**config.mk**
```make
export PLATFORM = sky130hd
export DESIGN_NAME = mux_bus_arbiter_flat
export DESIGN_NICKNAME = d
export VERILOG_FILES = /design/src/rtl/mux_bus_arbiter_if.sv /design/src/rtl/mux_bus_arbiter.sv /design/src/flat_wrapper.sv
export SDC_FILE = /design/constraint.sdc
export NUM_CORES = 1
export LEC_CHECK = 0
export CAP_MARGIN = 40
export CORE_AREA = 2 2 80 82
export DETAILED_ROUTE_END_ITERATION = 16
export DIE_AREA = 0 0 82 84
export GPL_TIMING_DRIVEN = 0
export PLACE_DENSITY = 0.81
export SLEW_MARGIN = 20
export SYNTH_ARGS = -nofsm -noshare
export SYNTH_HDL_FRONTEND = slang
export SYNTH_SLANG_ARGS = --single-unit
```
**constraint.sdc**
```tcl
create_clock -name clk -period 2.81 [get_ports clk]
set_clock_uncertainty 0.2 [all_clocks]
set_input_delay 0.562 -clock clk [delete_from_list [all_inputs] [get_ports clk]]
set_output_delay 0.562 -clock clk [all_outputs]
set_load 0.005 [all_outputs]
```
**src/rtl/mux_bus_arbiter_if.sv**
```systemverilog
// Bundles the handshake and bus signals of the mux_bus_arbiter.
//   master : arbiter side. Inputs are requests, addresses and memReady.
//            Outputs are grants, select, memory address/valid, done and err.
//   slave  : requesters/memory side, the mirror of master.
interface mux_bus_arbiter_if #(
  parameter int unsigned DATA_W = 32
);
  logic              reqA;
  logic              reqB;
  logic [DATA_W-1:0] addrA;
  logic [DATA_W-1:0] addrB;
  logic              memReady;
  logic              memValid;
  logic [DATA_W-1:0] memAddr;
  logic              select;
  logic              gntA;
  logic              gntB;
  logic              doneA;
  logic              doneB;
  logic              err;

  modport master (
    input  reqA, reqB, addrA, addrB, memReady,
    output memValid, memAddr, select, gntA, gntB, doneA, doneB, err
  );

  modport slave (
    output reqA, reqB, addrA, addrB, memReady,
    input  memValid, memAddr, select, gntA, gntB, doneA, doneB, err
  );
endinterface

```
**src/rtl/mux_bus_arbiter.sv**
```systemverilog
// Two-requester round-robin arbiter in front of a single memory port.
// A (fetch) and B (load/store) compete for the port. The winner's address is
// captured into memAddr, and the grant is held until memory returns memReady.
// Every output is registered.
// Ports:
//   clk : rising-edge clock
//   rst : synchronous, active-high reset
//   bus : mux_bus_arbiter_if.master (reqA/B, addrA/B, memReady in;
//         memValid, memAddr, select, gntA/B, doneA/B, err out)
// Optional build macro MUX_ARB_TIMEOUT_EN adds a grant timeout. The timeout
// aborts the access after TIMEOUT_CYCLES grant cycles and pulses err with done.
// Without the macro, err is tied to 0.
module mux_bus_arbiter #(
  parameter int unsigned DATA_W         = 32,
  parameter int unsigned TIMEOUT_CYCLES = 16
) (
  input  logic              clk,
  input  logic              rst,
  mux_bus_arbiter_if.master bus
);

  if (TIMEOUT_CYCLES < 2) begin : g_bad_timeout
    $error("mux_bus_arbiter: TIMEOUT_CYCLES must be >= 2");
  end

  typedef enum logic [1:0] {
    IDLE    = 2'd0,
    GRANT_A = 2'd1,
    GRANT_B = 2'd2
  } state_t;

  state_t            state_q, state_d;
  logic              gnt_a_q, gnt_a_d;
  logic              gnt_b_q, gnt_b_d;
  logic              mem_valid_q, mem_valid_d;
  logic              select_q, select_d;
  logic [DATA_W-1:0] mem_addr_q, mem_addr_d;
  logic              done_a_q, done_a_d;
  logic              done_b_q, done_b_d;
  logic              last_b_q, last_b_d;   // 1 = B won the last access
  logic              elig_a_c, elig_b_c;
  logic              expired_c;

`ifdef MUX_ARB_TIMEOUT_EN
  localparam int unsigned TW = $clog2(TIMEOUT_CYCLES);
  logic [TW-1:0] timer_q, timer_d;
  logic          err_q, err_d;

  // Limit cycle: the grant has already run TIMEOUT_CYCLES-1 cycles.
  assign expired_c = (timer_q == TW'(TIMEOUT_CYCLES - 1));
`else
  assign expired_c = 1'b0;
`endif

  // A requester that is still seeing its done pulse has not dropped req yet.
  // It must not be re-granted.
  assign elig_a_c = bus.reqA & ~done_a_q;
  assign elig_b_c = bus.reqB & ~done_b_q;

  // Next state and next output values.
  always_comb begin
    state_d     = state_q;
    gnt_a_d     = gnt_a_q;
    gnt_b_d     = gnt_b_q;
    mem_valid_d = mem_valid_q;
    select_d    = select_q;
    mem_addr_d  = mem_addr_q;
    done_a_d    = 1'b0;
    done_b_d    = 1'b0;
    last_b_d    = last_b_q;

    unique case (state_q)
      IDLE: begin
        // Round-robin tie break: the requester opposite the last winner wins.
        if (elig_a_c && (!elig_b_c || last_b_q)) begin
          state_d     = GRANT_A;
          gnt_a_d     = 1'b1;
          mem_valid_d = 1'b1;
          select_d    = 1'b0;
          mem_addr_d  = bus.addrA;
        end else if (elig_b_c) begin
          state_d     = GRANT_B;
          gnt_b_d     = 1'b1;
          mem_valid_d = 1'b1;
          select_d    = 1'b1;
          mem_addr_d  = bus.addrB;
        end
      end
      GRANT_A: begin
        if (bus.memReady || expired_c) begin
          state_d     = IDLE;
          gnt_a_d     = 1'b0;
          mem_valid_d = 1'b0;
          done_a_d    = 1'b1;
          last_b_d    = 1'b0;
        end
      end
      GRANT_B: begin
        if (bus.memReady || expired_c) begin
          state_d     = IDLE;
          gnt_b_d     = 1'b0;
          mem_valid_d = 1'b0;
          done_b_d    = 1'b1;
          last_b_d    = 1'b1;
        end
      end
      default: begin
        state_d     = IDLE;
        gnt_a_d     = 1'b0;
        gnt_b_d     = 1'b0;
        mem_valid_d = 1'b0;
      end
    endcase

`ifdef MUX_ARB_TIMEOUT_EN
    // Timer restarts on grant entry and counts grant cycles without memReady.
    timer_d = timer_q;
    err_d   = 1'b0;
    if (state_q == IDLE) begin
      timer_d = '0;
    end else if (!bus.memReady) begin
      if (expired_c) begin
        err_d = 1'b1;
      end else begin
        timer_d = timer_q + TW'(1);
      end
    end
`endif
  end

  // State and output registers.
  always_ff @(posedge clk) begin
    if (rst) begin
      state_q     <= IDLE;
      gnt_a_q     <= 1'b0;
      gnt_b_q     <= 1'b0;
      mem_valid_q <= 1'b0;
      select_q    <= 1'b0;
      mem_addr_q  <= '0;
      done_a_q    <= 1'b0;
      done_b_q    <= 1'b0;
      last_b_q    <= 1'b1;
    end else begin
      state_q     <= state_d;
      gnt_a_q     <= gnt_a_d;
      gnt_b_q     <= gnt_b_d;
      mem_valid_q <= mem_valid_d;
      select_q    <= select_d;
      mem_addr_q  <= mem_addr_d;
      done_a_q    <= done_a_d;
      done_b_q    <= done_b_d;
      last_b_q    <= last_b_d;
    end
  end

`ifdef MUX_ARB_TIMEOUT_EN
  // Timeout timer and error pulse.
  always_ff @(posedge clk) begin
    if (rst) begin
      timer_q <= '0;
      err_q   <= 1'b0;
    end else begin
      timer_q <= timer_d;
      err_q   <= err_d;
    end
  end

  assign bus.err = err_q;
`else
  assign bus.err = 1'b0;
`endif

  assign bus.gntA     = gnt_a_q;
  assign bus.gntB     = gnt_b_q;
  assign bus.memValid = mem_valid_q;
  assign bus.select   = select_q;
  assign bus.memAddr  = mem_addr_q;
  assign bus.doneA    = done_a_q;
  assign bus.doneB    = done_b_q;

endmodule
```
**src/flat_wrapper.sv**
```systemverilog
// flat-port wrapper written by rule: the top's interface ports become plain ports
module mux_bus_arbiter_flat 
#(
  parameter int unsigned DATA_W         = 32,
  parameter int unsigned TIMEOUT_CYCLES = 16
)
  (clk, rst, bus_reqA, bus_reqB, bus_addrA, bus_addrB, bus_memReady, bus_memValid, bus_memAddr, bus_select, bus_gntA, bus_gntB, bus_doneA, bus_doneB, bus_err);
  mux_bus_arbiter_if #(.DATA_W(DATA_W)) bus_i ();
  input  logic clk;
  input  logic rst;
  input wire logic [$bits(bus_i.reqA)-1:0] bus_reqA;
  input wire logic [$bits(bus_i.reqB)-1:0] bus_reqB;
  input wire logic [$bits(bus_i.addrA)-1:0] bus_addrA;
  input wire logic [$bits(bus_i.addrB)-1:0] bus_addrB;
  input wire logic [$bits(bus_i.memReady)-1:0] bus_memReady;
  output wire logic [$bits(bus_i.memValid)-1:0] bus_memValid;
  output wire logic [$bits(bus_i.memAddr)-1:0] bus_memAddr;
  output wire logic [$bits(bus_i.select)-1:0] bus_select;
  output wire logic [$bits(bus_i.gntA)-1:0] bus_gntA;
  output wire logic [$bits(bus_i.gntB)-1:0] bus_gntB;
  output wire logic [$bits(bus_i.doneA)-1:0] bus_doneA;
  output wire logic [$bits(bus_i.doneB)-1:0] bus_doneB;
  output wire logic [$bits(bus_i.err)-1:0] bus_err;
  assign bus_i.reqA = bus_reqA;
  assign bus_i.reqB = bus_reqB;
  assign bus_i.addrA = bus_addrA;
  assign bus_i.addrB = bus_addrB;
  assign bus_i.memReady = bus_memReady;
  assign bus_memValid = bus_i.memValid;
  assign bus_memAddr = bus_i.memAddr;
  assign bus_select = bus_i.select;
  assign bus_gntA = bus_i.gntA;
  assign bus_gntB = bus_i.gntB;
  assign bus_doneA = bus_i.doneA;
  assign bus_doneB = bus_i.doneB;
  assign bus_err = bus_i.err;
  mux_bus_arbiter #(.DATA_W(DATA_W), .TIMEOUT_CYCLES(TIMEOUT_CYCLES)) u_core (.clk(clk), .rst(rst), .bus(bus_i));
endmodule
```
==> results of run 1 <==
## stage by stage
stage	worst slack [ns]	instance area, um^2	utilization, %	std cells	power, mW
finish	0.482	3850	63.2	468	1.81
global route	0.277	3850	63.2	468	1.92
CTS	0.488	3850	63.2	468	1.83
detailed placement	0.171	3770	61.8	461	1.43
global placement	0.205	3770	61.8	461	1.42
floorplan	0.997	2610	-	278	1.09
## area by class of cell
| class | instances | area [um^2] |
|---|---|---|
| fillers | 532 | 2240 |
| clock buffers | 7 | 86.3 |
| repair buffers | 106 | 1060 |
| well taps | 77 | 96.3 |
| multi-input cells | 164 | 1450 |
| flip-flops and latches | 41 | 821 |
| inverters | 38 | 143 |
| plain buffers | 35 | 193 |
## per-layer routing
layer	global-route usage (%)	vias to the layer above	share of wire, %
met5	0	-	0
met4	10.6	0	3.1
met3	3.35	21	5.4
met2	39.2	105	49
met1	30.3	1262	43
li1	-	1286	-
## power by group through the flow
stage          Clock, mW  Sequential [mW]  Combinational [mW]
3_3_place_gp           0            0.721               0.695
6_report           0.394            0.711               0.709
2_1_floorplan          0            0.727               0.367
3_5_place_dp           0            0.724               0.709
5_1_grt            0.422            0.721               0.781
4_1_cts            0.406            0.712               0.712
## tightest hold or removal path, cell delays in order (launching register included)
cell and delay [ns]:
dfxtp_1 0.32, inv_1 0.05, a211oi_1 0.05
## logic make-up (layout without fill, tap and decap cells)
family	Yosys count	after routing	synth area share (%)
buffers and inverters	73	186	12.9
DFF	41	41	31.5
and+or+nand+nor	50	50	15.2
AOI/OAI and AO/OA	110	110	38.9
other	1	1	0.144
adders and majority gates	3	3	1.44
## sequential cells by signal, summed over array words and instances (netlist names)
signal and count:
u_core.state_q 2, u_core.bus.select 1, u_core.bus.doneB 1, u_core.bus.gntA 1, u_core.bus.memAddr 32, u_core.bus.memValid 1, u_core.bus.doneA 1, u_core.bus.gntB 1
u_core.last_b_q 1
## placed cells by master, fill, tap and decap left out, types with 6 or more instances in the layout
master	netlist	final
a221oi_1	36	36
a221oi_2	28	28
and3b_1	32	32
buf_2	7	7
buf_4	6	6
clkbuf_1	18	19
clkbuf_8	0	6
clkdlybuf4s50_1	0	106
dfxtp_1	41	41
inv_1	37	37
o21ai_0	31	31
## final timing paths
kind | cells after the start | from | slack (ns) | end
setup / recovery | 5 | bus_reqB | 0.48 | u_core.bus.memAddr[6]
hold / removal | 2 | u_core.bus.select | 0.27 | u_core.bus.select
setup reg to reg | 4 | u_core.bus.doneA | 0.88 | u_core.bus.memAddr[3]
hold reg to reg | 2 | u_core.bus.select | 0.27 | u_core.bus.select
==> impl_metrics.py, run 1 <==
metrics = {
    "die": {
        "initial_utilization_pct": 42.8,
        "dieArea_um2": 6890,
        "fp.dieW_um": 82,
        "die_h_um": 84,
        "coreArea_um2": 6100,
        "rows": 29,
        "io_pins": 108,
    },
    "logic_synthesis": {
        "synth-edff-count": 0,
        "synth_cell_type_count": 36,
        "syn_nets": 350,
        "synth_cells": 278,
        "synthesis.area_um2": 2610,
        "synth-seq-cells": 41,
        "ys.flop_type": "dfxtp_1",
        "yosysSeqAreaShare_pct": 31.5,
        "synthArstFlopShare_pct": 0,
        "ys_warn_count": 0,
        "yosysTopAreaCell": "dfxtp_1",
        "synth_top_cell_area_share_pct": 31.5,
        "ys_top_cells_by_area": "dfxtp_1, a221oi_2, a221oi_1, and3b_1, o21ai_0",
        "syn_area_per_cell_um2": 9.38,
        "yosys-top-cells-count": "dfxtp_1, inv_1, a221oi_1",
        "yosysMostFrequentCell": "dfxtp_1",
    },
    "job": {
        "cap_violations": 0,
    },
    "power_and_ir_drop": {
        "ir_drop_mv": 0.240,
        "power_density_nw_per_um2": 471,
        "seq_power_share_pct": 39.2,
        "leakage_nw": 1.46,
        "swShare_pct": 30.5,
        "internal-power_mw": 1.26,
        "combPwrFrac_pct": 39.1,
        "clkPwrFrac_pct": 21.7,
        "p_sw_mw": 0.554,
    },
    "setup_path": {
        "worstPathRequired_ns": 2.80,
        "worstPathCellList": "clkdlybuf4s50_1 -> nor3b_2 -> clkbuf_1 -> o21ai_0 -> a221oi_1",
        "cp_data_arrival_time_ns": 2.32,
        "end_kind": "register",
        "critPathBufInv": 2,
        "cpMaxStageDelayCell": "clkdlybuf4s50_1",
        "crit_path_max_fanout": 10,
        "setup.worst_path.class": "in2reg",
        "critPathLaunchType": "input pin",
        "max_stage_delay_ns": 0.51,
        "crit_family": "buffers and inverters",
    },
    "global_route": {
        "grt.overflow.total": 0,
        "grt_max_degree": 12,
        "grt_usage_pct": 23.8,
        "grt_pass1_wl_mm": 13.0,
        "antenna_found_initial": 0,
        "grt_pass1_vias": 2773,
    },
    "timing": {
        "finalCriticalPeriod_ns": 2.33,
        "slew_violations": 0,
        "slew_headroom_pct": 65.1,
        "rsz0062_at_grt": "false",
        "final-setup-viol-count": 0,
        "fin_tns_setup_ns": 0,
        "fin_hold_ws_ns": 0.266,
        "tightest_slew_ns": 0.524,
        "fmaxAchievable_mhz": 429,
        "fin_crit_sh_pct": 82.9,
        "finalHoldViolCount": 0,
    },
    "routing": {
        "drtAntennaViolNets": 0,
        "routed-via-count": 2674,
        "vias_per_cell": 5.71,
        "wl_per_cell_um": 16.9,
        "first_pass_iters": 4,
        "drc": 0,
        "drt_wl_total_mm": 7.92,
        "drt_iter0_drc": 125,
    },
    "cells_and_area": {
        "drive_gt1_share_pct": 14.3,
        "nNetsFinal": 463,
        "synthToLayoutAreaGrowth_pct": 47.7,
        "n_antenna_cell": 0,
    },
    "clock_network": {
        "post_cts_buffers": 0,
        "root_buffer": "clkbuf_8",
        "clk_path_buf_depth": 2,
        "htree_num_levels": 2,
        "cts_tree": "built",
        "cts_resized": 0,
        "clock_latency_ns": 0.29,
        "clk_pin_slew_ns": 0.08,
        "cts_inserted_buffers": 5,
        "ctsHoldBuffers": 0,
        "clock-sinks": 41,
    },
    "status": {
        "status": "finished, final reports clean",
    },
    "place": {
        "dp_hpwl_mm": 5.90,
        "port_buffers": 106,
        "gp_congestion": 0.778,
    },
    "worst_hold_path": {
        "hold_path_class": "reg2reg",
    },
}
Note: power is estimated with default switching activity, not from simulation.
==> run 2: changes to the inputs <==
Settings changed: CORE_AREA 2 2 80 82 to 2 2 85 87, DIE_AREA 0 0 82 84 to 0 0 87 89, PLACE_DENSITY 0.81 to 0.76.
Clock period 2.81 ns to 1.9 ns, I/O delays scaled along.
==> run 2 against run 1 <==
  * Via count is 2.1% lower
  * Largest power group is now combinational logic
  * Register-to-register slack got worse by 0.76 ns
  * Utilization is 5.3 points lower
  * Clock power up 51%
  * Largest cell class unchanged
  * Combinational power grew 51%
  * Sequential share of layout area shrank 0.17 points
  * Final area is 0.97% higher
  * Critical path type is now reg2out
==> impl_metrics.py, run 2 (synthesized netlist as in run 1, its figures left out) <==
metrics = {
    "timing": {
        "slew_violations": 0,
        "rsz0062_at_grt": "false",
        "setup_slack_ns": 0.0550,
        "finalCriticalPeriod_ns": 1.85,
        "final-setup-viol-count": 0,
        "fmaxAchievable_mhz": 542,
        "fin_hold_ws_ns": 0.270,
        "finalHoldViolCount": 0,
        "fin_tns_setup_ns": 0,
        "fin_crit_sh_pct": 97.1,
    },
    "cells_and_area": {
        "drive_gt1_share_pct": 16.9,
        "synthToLayoutAreaGrowth_pct": 49.1,
        "mostFrequentLayoutCells": "clkdlybuf4s50_1, dfxtp_1, inv_1, a221oi_1, and3b_1",
        "final_core_util_pct": 57.9,
        "largest_reg_flops": 32,
        "fin_area_um2": 3890,
        "final_cells": 471,
        "final_common_cell": "clkdlybuf4s50_1",
        "n_antenna_cell": 0,
        "nNetsFinal": 463,
        "n_fill_cell": 584,
    },
    "power_and_ir_drop": {
        "swShare_pct": 30.7,
        "leakage_nw": 1.49,
        "p_sw_mw": 0.833,
        "internal-power_mw": 1.88,
        "combPwrFrac_pct": 39.3,
        "ir_drop_mv": 0.305,
        "totalPowerFinal_mw": 2.71,
        "power_density_nw_per_um2": 698,
        "seq_power_share_pct": 38.8,
        "clkPwrFrac_pct": 21.9,
    },
    "routing": {
        "routed-via-count": 2618,
        "wl_per_cell_um": 16.7,
        "vias_per_cell": 5.56,
        "first_pass_iters": 4,
        "drt_iter0_drc": 118,
        "drtAntennaViolNets": 0,
        "drt_wl_total_mm": 7.85,
        "drc": 0,
    },
    "global_route": {
        "grt_pass1_wl_mm": 12.3,
        "grt_max_degree": 12,
        "antenna_found_initial": 0,
        "grt_usage_pct": 20.0,
        "grt.overflow.total": 0,
        "grt_pass1_vias": 2589,
    },
    "clock_network": {
        "post_cts_buffers": 0,
        "clk_path_buf_depth": 2,
        "cts_tree": "built",
        "htree_num_levels": 2,
        "clock-sinks": 41,
        "ctsHoldBuffers": 0,
        "cts_inserted_buffers": 5,
        "clock_latency_ns": 0.29,
        "clk_pin_slew_ns": 0.08,
        "root_buffer": "clkbuf_8",
    },
    "place": {
        "port_buffers": 106,
        "dp.cells": 464,
        "gp_congestion": 0.800,
        "postPlaceCellArea_um2": 3770,
        "dp_hpwl_mm": 5.82,
        "dp_slack_ns": -0.552,
    },
    "worst_hold_path": {
        "hp-start": "u_core.bus.memAddr[1]",
        "hold_path_class": "reg2reg",
    },
    "die": {
        "dieArea_um2": 7740,
        "coreArea_um2": 6720,
        "initial_utilization_pct": 38.8,
        "rows": 30,
        "io_pins": 108,
        "fp.dieW_um": 87,
        "die_h_um": 89,
    },
    "setup_path": {
        "r2r-start": "u_core.last_b_q",
        "setup.worst_path.class": "reg2out",
        "critPathLaunchType": "register",
        "crit_family": "buffers and inverters",
        "crit_path_max_fanout": 5,
        "r2r_setup_slack_ns": 0.12,
        "end_kind": "primary output",
        "max_stage_delay_ns": 0.55,
        "worstPathCellList": "clkdlybuf4s50_1",
        "worstPathRequired_ns": 1.32,
        "cpMaxStageDelayCell": "clkdlybuf4s50_1",
        "cp_data_arrival_time_ns": 1.27,
        "critPathBufInv": 1,
        "crit_start": "u_core.bus.doneB",
    },
    "status": {
        "status": "finished, final reports clean",
    },
    "job": {
        "cap_violations": 0,
    },
}
run 2: cell count changes in the layout (fill, tap and decap cells not counted), moves of 2 or more:
cell	before	now
buf_4	6	9
clkdlybuf4s50_1	106	104
clkbuf_2	0	8
dlygate4sd2_1	0	2
clkbuf_1	19	11
buf_2	7	3
run 2: layout make-up:
cell class	count	area [um^2]	share of cell area, %
buffer	35	216	5.56
tap	80	100	2.57
clock buffer	7	86.3	2.22
sequential	41	822	21.1
timing repair buffer	106	1060	27.2
inverter	38	145	3.73
multi-input combinational	164	1460	37.6
run 2: metal layers:
layer  vias up  GRT usage, %  wire (um)
met4         0          3.98         81
met3         9          3.32        398
met1      1231          25.9       3560
li1       1289             -          -
met2        89          35.3       3810
met5         -             0          0
run 2: path summary, 6_finish.rpt:
check / endpoint / depth (start not counted)
hold / removal: u_core.bus.memAddr[1] / 2
setup reg to reg: u_core.bus.memAddr[13] / 5
hold reg to reg: u_core.bus.memAddr[1] / 2
setup / recovery: bus_doneB / 1
run 2: repair_timing:
item / CTS / global route
endpoints found under the setup margin: 34 / 30
gates resized for setup: 11 / 13
endpoints found under the hold margin: 0 / 0
run 2: power groups by stage:
stage	sequential, mW	clock, mW	combinational [mW]
floorplan	1.08	0	0.543
global placement	1.07	0	1.03
detailed placement	1.07	0	1.05
CTS	1.05	0.605	1.06
global route	1.07	0.646	1.15
finish	1.05	0.594	1.07
